$ cat config.mk
export PLATFORM = sky130hd
export DESIGN_NAME = demux_sequencer_flat
export DESIGN_NICKNAME = d
export VERILOG_FILES = /design/src/rtl/demux_sequencer_if.sv /design/src/rtl/demux_sequencer.sv /design/src/flat_wrapper.sv
export SDC_FILE = /design/constraint.sdc
export NUM_CORES = 1
export LEC_CHECK = 0
export ABC_AREA = 1
export CORE_MARGIN = 10
export CORE_UTILIZATION = 40
export DETAILED_ROUTE_END_ITERATION = 8
export HOLD_SLACK_MARGIN = 0.08
export PLACE_DENSITY_LB_ADDON = 0.1
export SYNTH_ARGS = -nofsm -noshare
export SYNTH_HDL_FRONTEND = slang
export SYNTH_SLANG_ARGS = --single-unit
$ cat constraint.sdc
create_clock -name clk -period 3.6 [get_ports clk]
set_input_delay 0.36 -clock clk [delete_from_list [all_inputs] [get_ports clk]]
set_output_delay 0.36 -clock clk [all_outputs]
set_load 0.02 [all_outputs]
$ cat src/rtl/demux_sequencer_if.sv
// ----------------------------------------------------------------------------
// demux_sequencer_if
// Bundles the producer handshake and the demux-facing outputs of
// demux_sequencer.
//   data_in  [3:0] word offered by the producer
//   in_valid       data_in (and dest) valid this cycle
//   in_ready       sequencer accepts a word this cycle
//   dest     [1:0] destination lane {Sel1,Sel0} (only with DEST_PORT_EN)
//   In       [3:0] registered data word to the 1-to-4 demux
//   Sel0, Sel1     registered lane select, lane = {Sel1,Sel0}
//   Enable         registered one-cycle dispatch strobe
//   count    [7:0] words dispatched since reset, modulo 256
//   busy           FIFO non-empty or sequencer not idle
// Modports: master = producer / observer side, slave = sequencer side.
// Optional feature macro: DEST_PORT_EN.
// ----------------------------------------------------------------------------
interface demux_sequencer_if;
    logic [3:0] data_in;
    logic       in_valid;
    logic       in_ready;
`ifdef DEST_PORT_EN
    logic [1:0] dest;
`endif
    logic [3:0] In;
    logic       Sel0;
    logic       Sel1;
    logic       Enable;
    logic [7:0] count;
    logic       busy;

`ifdef DEST_PORT_EN
    modport master (
        output data_in, in_valid, dest,
        input  in_ready, In, Sel0, Sel1, Enable, count, busy
    );
    modport slave (
        input  data_in, in_valid, dest,
        output in_ready, In, Sel0, Sel1, Enable, count, busy
    );
`else
    modport master (
        output data_in, in_valid,
        input  in_ready, In, Sel0, Sel1, Enable, count, busy
    );
    modport slave (
        input  data_in, in_valid,
        output in_ready, In, Sel0, Sel1, Enable, count, busy
    );
`endif
endinterface

$ cat src/rtl/demux_sequencer.sv
// ----------------------------------------------------------------------------
// demux_sequencer
// Buffers producer words in a 4-entry FIFO and dispatches them one at a time
// to a downstream 1-to-4 demux: each word gives a single one-cycle Enable
// pulse with the word on In and its lane on {Sel1,Sel0}, followed by at least
// one idle cycle (IDLE -> SEND -> GAP -> SEND/IDLE).
// Ports:
//   clk    rising-edge clock
//   reset  synchronous, active-high; flushes FIFO and clears all outputs
//   bus    demux_sequencer_if.slave (handshake + demux outputs)
// Optional feature macro: DEST_PORT_EN
//   defined   : each FIFO entry also stores dest, which drives {Sel1,Sel0}
//   undefined : a 2-bit round-robin lane pointer drives {Sel1,Sel0}
// ----------------------------------------------------------------------------
module demux_sequencer (
    input  logic              clk,
    input  logic              reset,
    demux_sequencer_if.slave  bus
);

    typedef enum logic [1:0] {
        IDLE = 2'd0,
        SEND = 2'd1,
        GAP  = 2'd2
    } state_t;

    localparam int DEPTH = 4;
`ifdef DEST_PORT_EN
    localparam int ENTRY_W = 6;   // {dest, data}
`else
    localparam int ENTRY_W = 4;   // data only
`endif

    state_t             state_q, state_d;
    logic [ENTRY_W-1:0] mem_q [DEPTH];
    logic [ENTRY_W-1:0] mem_d [DEPTH];
    logic [2:0]         occ_q, occ_d;
    logic [1:0]         wr_ptr_q, wr_ptr_d;
    logic [1:0]         rd_ptr_q, rd_ptr_d;
    logic [3:0]         in_q, in_d;
    logic [1:0]         sel_q, sel_d;
    logic               enable_q, enable_d;
    logic [7:0]         count_q, count_d;
    logic               busy_q, busy_d;
`ifndef DEST_PORT_EN
    logic [1:0]         lane_q, lane_d;
`endif

    logic               in_ready;
    logic               push;
    logic               pop;
    logic [ENTRY_W-1:0] wr_entry;

    // Ready depends only on registered occupancy and reset, never on in_valid.
    assign in_ready = (occ_q < 3'd4) && !reset;
    assign push     = bus.in_valid && in_ready;
    // A pop coincides with every entry into SEND.
    assign pop      = (state_q != SEND) && (occ_q != 3'd0);

`ifdef DEST_PORT_EN
    assign wr_entry = {bus.dest, bus.data_in};
`else
    assign wr_entry = bus.data_in;
`endif

    always_comb begin
        mem_d    = mem_q;
        wr_ptr_d = wr_ptr_q;
        rd_ptr_d = rd_ptr_q;
        in_d     = in_q;
        sel_d    = sel_q;
        count_d  = count_q;
`ifndef DEST_PORT_EN
        lane_d   = lane_q;
`endif

        if (push) begin
            mem_d[wr_ptr_q] = wr_entry;
            wr_ptr_d        = wr_ptr_q + 2'd1;
        end

        if (pop) begin
            rd_ptr_d = rd_ptr_q + 2'd1;
            in_d     = mem_q[rd_ptr_q][3:0];
            count_d  = count_q + 8'd1;
`ifdef DEST_PORT_EN
            sel_d    = mem_q[rd_ptr_q][5:4];
`else
            sel_d    = lane_q;
            lane_d   = lane_q + 2'd1;
`endif
        end

        // Push and pop together leave occupancy unchanged.
        occ_d = occ_q;
        if (push && !pop) begin
            occ_d = occ_q + 3'd1;
        end else if (pop && !push) begin
            occ_d = occ_q - 3'd1;
        end

        state_d = state_q;
        case (state_q)
            IDLE:    state_d = pop ? SEND : IDLE;
            SEND:    state_d = GAP;
            GAP:     state_d = pop ? SEND : IDLE;
            default: state_d = IDLE;
        endcase

        // Outputs are registered from the next-state view so they line up
        // with the state they describe.
        enable_d = (state_d == SEND);
        busy_d   = (occ_d != 3'd0) || (state_d != IDLE);
    end

    always_ff @(posedge clk) begin
        // FIFO storage needs no reset: occupancy and pointers guard it.
        mem_q <= mem_d;
        if (reset) begin
            state_q  <= IDLE;
            occ_q    <= 3'd0;
            wr_ptr_q <= 2'd0;
            rd_ptr_q <= 2'd0;
            in_q     <= 4'd0;
            sel_q    <= 2'd0;
            enable_q <= 1'b0;
            count_q  <= 8'd0;
            busy_q   <= 1'b0;
`ifndef DEST_PORT_EN
            lane_q   <= 2'd0;
`endif
        end else begin
            state_q  <= state_d;
            occ_q    <= occ_d;
            wr_ptr_q <= wr_ptr_d;
            rd_ptr_q <= rd_ptr_d;
            in_q     <= in_d;
            sel_q    <= sel_d;
            enable_q <= enable_d;
            count_q  <= count_d;
            busy_q   <= busy_d;
`ifndef DEST_PORT_EN
            lane_q   <= lane_d;
`endif
        end
    end

    assign bus.in_ready = in_ready;
    assign bus.In       = in_q;
    assign bus.Sel0     = sel_q[0];
    assign bus.Sel1     = sel_q[1];
    assign bus.Enable   = enable_q;
    assign bus.count    = count_q;
    assign bus.busy     = busy_q;

endmodule

$ cat src/flat_wrapper.sv
// flat-port wrapper written by rule: the top's interface ports become plain ports
module demux_sequencer_flat 
  (clk, reset, bus_data_in, bus_in_valid, bus_in_ready, bus_In, bus_Sel0, bus_Sel1, bus_Enable, bus_count, bus_busy);
  demux_sequencer_if bus_i ();
  input  logic clk;
  input  logic reset;
  input wire logic [$bits(bus_i.data_in)-1:0] bus_data_in;
  input wire logic [$bits(bus_i.in_valid)-1:0] bus_in_valid;
  output wire logic [$bits(bus_i.in_ready)-1:0] bus_in_ready;
  output wire logic [$bits(bus_i.In)-1:0] bus_In;
  output wire logic [$bits(bus_i.Sel0)-1:0] bus_Sel0;
  output wire logic [$bits(bus_i.Sel1)-1:0] bus_Sel1;
  output wire logic [$bits(bus_i.Enable)-1:0] bus_Enable;
  output wire logic [$bits(bus_i.count)-1:0] bus_count;
  output wire logic [$bits(bus_i.busy)-1:0] bus_busy;
  assign bus_i.data_in = bus_data_in;
  assign bus_i.in_valid = bus_in_valid;
  assign bus_in_ready = bus_i.in_ready;
  assign bus_In = bus_i.In;
  assign bus_Sel0 = bus_i.Sel0;
  assign bus_Sel1 = bus_i.Sel1;
  assign bus_Enable = bus_i.Enable;
  assign bus_count = bus_i.count;
  assign bus_busy = bus_i.busy;
  demux_sequencer u_core (.clk(clk), .reset(reset), .bus(bus_i));
endmodule
==> impl_metrics.csv <==
group,metric,value,unit
status,status,"completed",
setup_path,critPathArrivalTime,1.88,ns
placed_design,dp_cells,268,
grt,grt_max_degree,18,
synth,yosys_warnings,0,
setup_path,startpoint_type,"primary input",
layout,areaGrowthSynthToFinish,20.8,%
layout,seqCellArea,1020,sq um
cts,clockBufferDepth,2,
synth,syn_avg_cell_area,9.24,sq um
timing,clock.fmax,447,MHz
setup_path,end_kind,"output pin",
layout,multi_input_area,672,sq um
synth,ys_seq_elements,43,
synth,synth_cell_type_count,25,
layout,final_cells,276,
cts,cts_buffers,5,
setup_path,cp_data_required_time,3.24,ns
timing,finalSetupViolCount,0,
layout,stdcell_area,2210,sq um
detailed_routing,antenna_left,0,
floorplanning,pin_count,24,
timing,worst_slew_pin_slew,0.436,ns
synth,syn_area,1830,sq um
cts,cts_resized,0,
cts,htree_levels,2,
placed_design,port_buffers,23,
timing,drv_slew,0,
synth,synth-edff-count,16,
grt,grt.busiest_layer,"met2",
detailed_routing,drt_pass1_iterations,4,
grt,grt_pass1_vias,1381,
floorplanning,rows,24,
floorplanning,core,4380,sq um
synth,synth_top_cell_by_area,"dfxtp_1",
hold_path,hold_class,"reg2reg",
synth,ys_seq_area_frac,0.558,
grt,track_usage,0.102,
timing,fin_crit_sh,0.622,
detailed_routing,post_drt_wl_per_cell,13.0,um
synth,synth_top_area_share,0.295,
grt,grt_pass1_wl,6290,um
grt,antenna_found_initial,0,
grt,grtUsageMet2,0.168,
timing,fin_crit,2.24,ns
layout,final_core_util,0.504,
placed_design,hpwl,2730,um
timing,hold_violations,0,
timing,rsz0062_at_grt,"false",
detailed_routing,vias,1348,
detailed_routing,drc,0,
detailed_routing,first_iter_violations,99,
setup_path,crit_path_cell_trace,"clkdlybuf4s50_1, buf_4, inv_4, nand2_1, inv_1, clkdlybuf4s50_1",
cts,post_cts_buffers,0,
timing,whs,0.447,ns
cts,hold_buffers,0,
floorplanning,die_area,7680,sq um
setup_path,cp_top_family,"buffers and inverters",
cts,clock_insertion_delay_worst_skew,0.29,ns
detailed_routing,wirelength,3590,um
synth,ys_top_cells_by_count,"33 x nor2_1, 27 x dfxtp_1, 24 x inv_1, 22 x o21ai_0, 20 x nand2_1",
layout,fin_nets,238,
synth,synth_area_leaders,"dfxtp_1 30%, edfxtp_1 26%, nor2_1 6.8%",
layout,n_antenna_cell,0,
grt,overflow,0,
setup_path,critPathKind,"in2out",
synth,synthArstFlopShare,0,
synth,yosysMostFrequentCell,"nor2_1",
setup_path,path_buf_inv,5,
grt,grtUsageMet3,0.0381,
power,p_per_area,768,nW/um^2
cts,cts-root-buf,"clkbuf_8",
placed_design,gp_congestion,0.763,
setup_path,critPathSlowestCell,"clkdlybuf4s50_1",
placed_design,pre_cts_slack,1.36,ns
floorplanning,initial_core_util,0.417,
timing,fin_skew,0.00475,ns
cts,cts_tree,"built",
synth,synth_flop_cell,"dfxtp_1",
setup_path,cp_max_fo,17,
power,total_power,1.70,mW
layout,fillers,409,
timing,setup_tns,0,ns
synth,synth_cells,198,
cts,path_clk_slew,0.08,ns
job,cap_violations,0,
setup_path,cpMostUsedCell,"clkdlybuf4s50_1",
detailed_routing,routed_via_density,4.88,
timing,max_slew_margin,0.708,
placed_design,placed_cell_area,2090,sq um
power,leakagePower,0.887,nW
floorplanning,die_x,87.6,um
floorplanning,die_h,87.6,um
cts,cts_sinks,43,
grt,grtUsageMet1,0.122,
power,peakVddDrop,0.447,mV
timing,timing.final.ws_setup,1.36,ns
synth,synth_fp_nets,213,
layout,drive_above_1_share,0.0804,
setup_path,slowest_delay,0.61,ns
## power by group
group	leakage (nW)	switching, mW	internal [mW]	total, mW
logic	0.459	0.398	0.242	0.640
registers	0.367	0.0700	0.601	0.671
clock network	0.0612	0.162	0.224	0.387
total	0.887	0.630	1.07	1.70
## routing by layer
| layer | routed length [um] | share of wire | vias up |
|---|---|---|---|
| met2 | 1670 | 0.46 | 26 |
| li1 | - | - | 700 |
| met3 | 229 | 0.064 | 5 |
| met4 | 38 | 0.011 | 0 |
| met1 | 1660 | 0.46 | 617 |
| met5 | 0 | 0 | - |
## cell type report
cell class / instances / area share
Clock inverter: 2 / 0.0159
Sequential cell: 43 / 0.462
Clock buffer: 6 / 0.0374
Inverter: 25 / 0.0436
Multi-Input combinational cell: 124 / 0.304
Tap cell: 52 / 0.0294
Timing Repair Buffer: 24 / 0.108
## state kept, by name (all words and copies together), names as in the netlist
signal	cells
u_core.bus.In	4
u_core.mem_q	16
u_core.wr_ptr_q	2
u_core.bus.busy	1
u_core.state_q	2
u_core.lane_q	2
u_core.bus.count	8
u_core.occ_q	3
u_core.bus.Enable	1
u_core.sel_q	2
u_core.rd_ptr_q	2
## kinds of logic (layout without fill, tap and decap cells)
family,Yosys count,in the layout,synth area share
AND/OR/NAND/NOR,70,70,0.168
AO/OA/AOI/OAI,43,43,0.130
flip-flops,43,43,0.558
buffers and inverters,31,57,0.0746
adder cells (fa/ha/maj),8,8,0.0547
XOR/XNOR,3,3,0.0144
## cells in the final DEF, fill, tap and decap left out, types with 3 or more instances in the layout
| cell | instances |
|---|---|
| edfxtp_1 | 16 |
| inv_1 | 24 |
| clkdlybuf4s50_1 | 23 |
| o21ai_0 | 22 |
| clkbuf_8 | 6 |
| dfxtp_1 | 27 |
| nor2_1 | 33 |
| nand2_1 | 20 |
| xor2_1 | 3 |
| nand3_1 | 6 |
| a21oi_1 | 14 |
| o22ai_1 | 4 |
| nor3_1 | 3 |
| ha_1 | 8 |
## path summary, 6_finish.rpt
path / from / end / slack [ns] / cells after the start
worst max-delay path: reset / bus_in_ready / 1.36 / 6
worst min-delay path: u_core.lane_q[0]$_SDFFE_PP0N_ / u_core.lane_q[0]$_SDFFE_PP0N_ / 0.45 / 1
worst max register to register: u_core.occ_q[0]$_SDFF_PP0_ / u_core.bus.busy$_SDFF_PP0_ / 1.72 / 9
worst min register to register: u_core.lane_q[0]$_SDFFE_PP0N_ / u_core.lane_q[0]$_SDFFE_PP0N_ / 0.45 / 1
Power figures use the tool's default switching activity.
==> RTL edit (same settings) <==
Change the localparam `DEPTH` from 4 to 2.
--- a/src/rtl/demux_sequencer.sv
+++ b/src/rtl/demux_sequencer.sv
@@ -26,3 +26,3 @@
 
-    localparam int DEPTH = 4;
+    localparam int DEPTH = 2;
 `ifdef DEST_PORT_EN
Formal check against the unedited RTL: not equivalent (Yosys sat finds a counterexample within 10 cycles, from zero or initial values and one cycle with reset high).
==> RTL edit against the unedited design <==
- wire length shrank 26%
- worst hold slack gained 0.0036 ns
- largest power group is now combinational cells
- setup slack lost 0.10 ns
- sequential power shrank 20%
- clock skew grew 0.0030 ns
- sequential cell count shrank 9
- synthesized area shrank 19%
- power shrank 18%
- final area shrank 18%
==> RTL edit: results (changes against the unedited design) <==
INFO  metric outcome = finished, final reports clean (unchanged)
INFO  metric cp_data_arrival_time = 1.98 ns (was 1.88 ns)
INFO  metric antenna_cells = 0 (unchanged)
INFO  metric ir_worst_vdd = 0.000328 V (was 0.000447 V)
INFO  metric dp.final_hpwl = 1.94 mm (was 2.73 mm)
INFO  metric proportion_of_layout_cells_with_a_drive_suffix_above_1 = 9.57% (was 8.04%)
INFO  metric firstDrtPassIters = 4 (unchanged)
INFO  metric post_synth_num_cell_types = 28 (was 25)
INFO  metric initialDrtViolationCount = 47 (was 99)
INFO  metric synth.top_cells.by_area = dfxtp_1, edfxtp_1, nand2_1 (was dfxtp_1, edfxtp_1, nor2_1)
INFO  metric grt_max_degree = 21 (was 18)
INFO  metric mappedNetlistNets = 174 (was 213)
INFO  metric final_nets = 200 (was 238)
INFO  metric critical-path-top-delay-family = buffers and inverters (unchanged)
INFO  metric reg2reg_from = u_core.occ_q[0]$_SDFF_PP0_ (unchanged)
INFO  metric dpl_cell_area = 1720 um^2 (was 2090 um^2)
INFO  metric worst_path_largest_cell_delay = 0.63 ns (was 0.61 ns)
INFO  metric drt-vias-per-instance = 4.69 (was 4.88)
INFO  metric synth_commonest_cells = nand2_1, dfxtp_1, inv_1 (was nor2_1, dfxtp_1, inv_1)
INFO  metric fillCellCount = 324 (was 409)
INFO  metric synth-edff-count = 8 (was 16)
INFO  metric cts.reportedPaths.clkPinSlew = 0.06 ns (was 0.08 ns)
INFO  metric r2r_setup_slack = 1.63 ns (was 1.72 ns)
INFO  metric post_cts_buffers = 0 (unchanged)
INFO  metric timing.reg2reg.worst_path_depth = 11 (was 9)
INFO  metric hold_slack = 0.450 ns (was 0.447 ns)
INFO  metric dp_worst_setup_slack = 1.26 ns (was 1.36 ns)
INFO  metric critical_path.max_fanout = 20 (was 17)
INFO  metric clock_tree_skew_after_final_layout = 0.00779 ns (was 0.00475 ns)
INFO  metric finalHoldViolCount = 0 (unchanged)
INFO  metric synth_seq_area_share = 51.7% (was 55.8%)
INFO  metric cts_repair_resize_count = 0 (unchanged)
INFO  metric max-slew-margin-rel = 70.4% (was 70.8%)
INFO  metric wl_per_cell = 11.3 um (was 13.0 um)
INFO  metric crit-reg2reg-capture = u_core.bus.busy$_SDFF_PP0_ (unchanged)
INFO  metric gpl.final_weighted_congestion = 0.832 (was 0.763)
INFO  metric grt_usage = 8.65% (was 10.2%)
INFO  metric leakagePower = 0.709 nW (was 0.887 nW)
INFO  metric vias_in_the_first_global_route = 1008 (was 1381)
INFO  metric multi_input_area = 583 um^2 (was 672 um^2)
INFO  metric grt_pass1_wl = 4.45 mm (was 6.29 mm)
==> RTL edit: worst max path at each step <==
stage,from,end,slack [ns],cells past startpoint
4_1_cts,reset,bus_in_ready,1.23,5
2_1_floorplan,u_core.occ_q[0]$_SDFF_PP0_,u_core.bus.count[7]$_SDFFE_PP0N_,1.98,11
6_report,reset,bus_in_ready,1.26,5
3_3_place_gp,reset,bus_in_ready,1.29,5
3_5_place_dp,reset,bus_in_ready,1.26,5
5_1_grt,reset,bus_in_ready,1.14,5
==> RTL edit: per-stage QoR <==
step | cells | power [mW]
global route | 234 | 1.50
global placement | 226 | 1.11
floorplan | 161 | 0.958
CTS | 234 | 1.40
finish | 234 | 1.38
detailed placement | 226 | 1.13
==> RTL edit: where the power goes <==
part / internal (mW) / switching (mW) / leakage, nW
combinational: 0.225 / 0.351 / 0.380
sequential: 0.482 / 0.0581 / 0.287
clock: 0.132 / 0.136 / 0.0416
total: 0.839 / 0.546 / 0.709
==> RTL edit: layout make-up <==
type | instances | share of cell area, %
Clock buffer | 5 | 3.82
Clock inverter | 3 | 0.903
Inverter | 20 | 4.72
Multi-Input combinational cell | 103 | 32.4
Sequential cell | 34 | 42.2
Tap cell | 46 | 3.19
Timing Repair Buffer | 23 | 12.8
==> RTL edit: kinds of logic (layout without fill, tap and decap cells) <==
family,after synthesis,after routing,synth area share (%)
xor+xnor,1,1,0.595
buf+inv,24,51,8.75
fa+ha+maj,6,6,5.10
simple gates,63,63,21.3
compound gates,33,33,12.6
flops,34,34,51.7
==> RTL edit: routing by layer <==
layer  track usage (%)  vias up  wire [um]
met3              4.68        2        216
li1                  -      581          -
met5                 0        -          0
met1              9.52      492       1180
met2              13.7       23       1230
met4              3.29        0         12
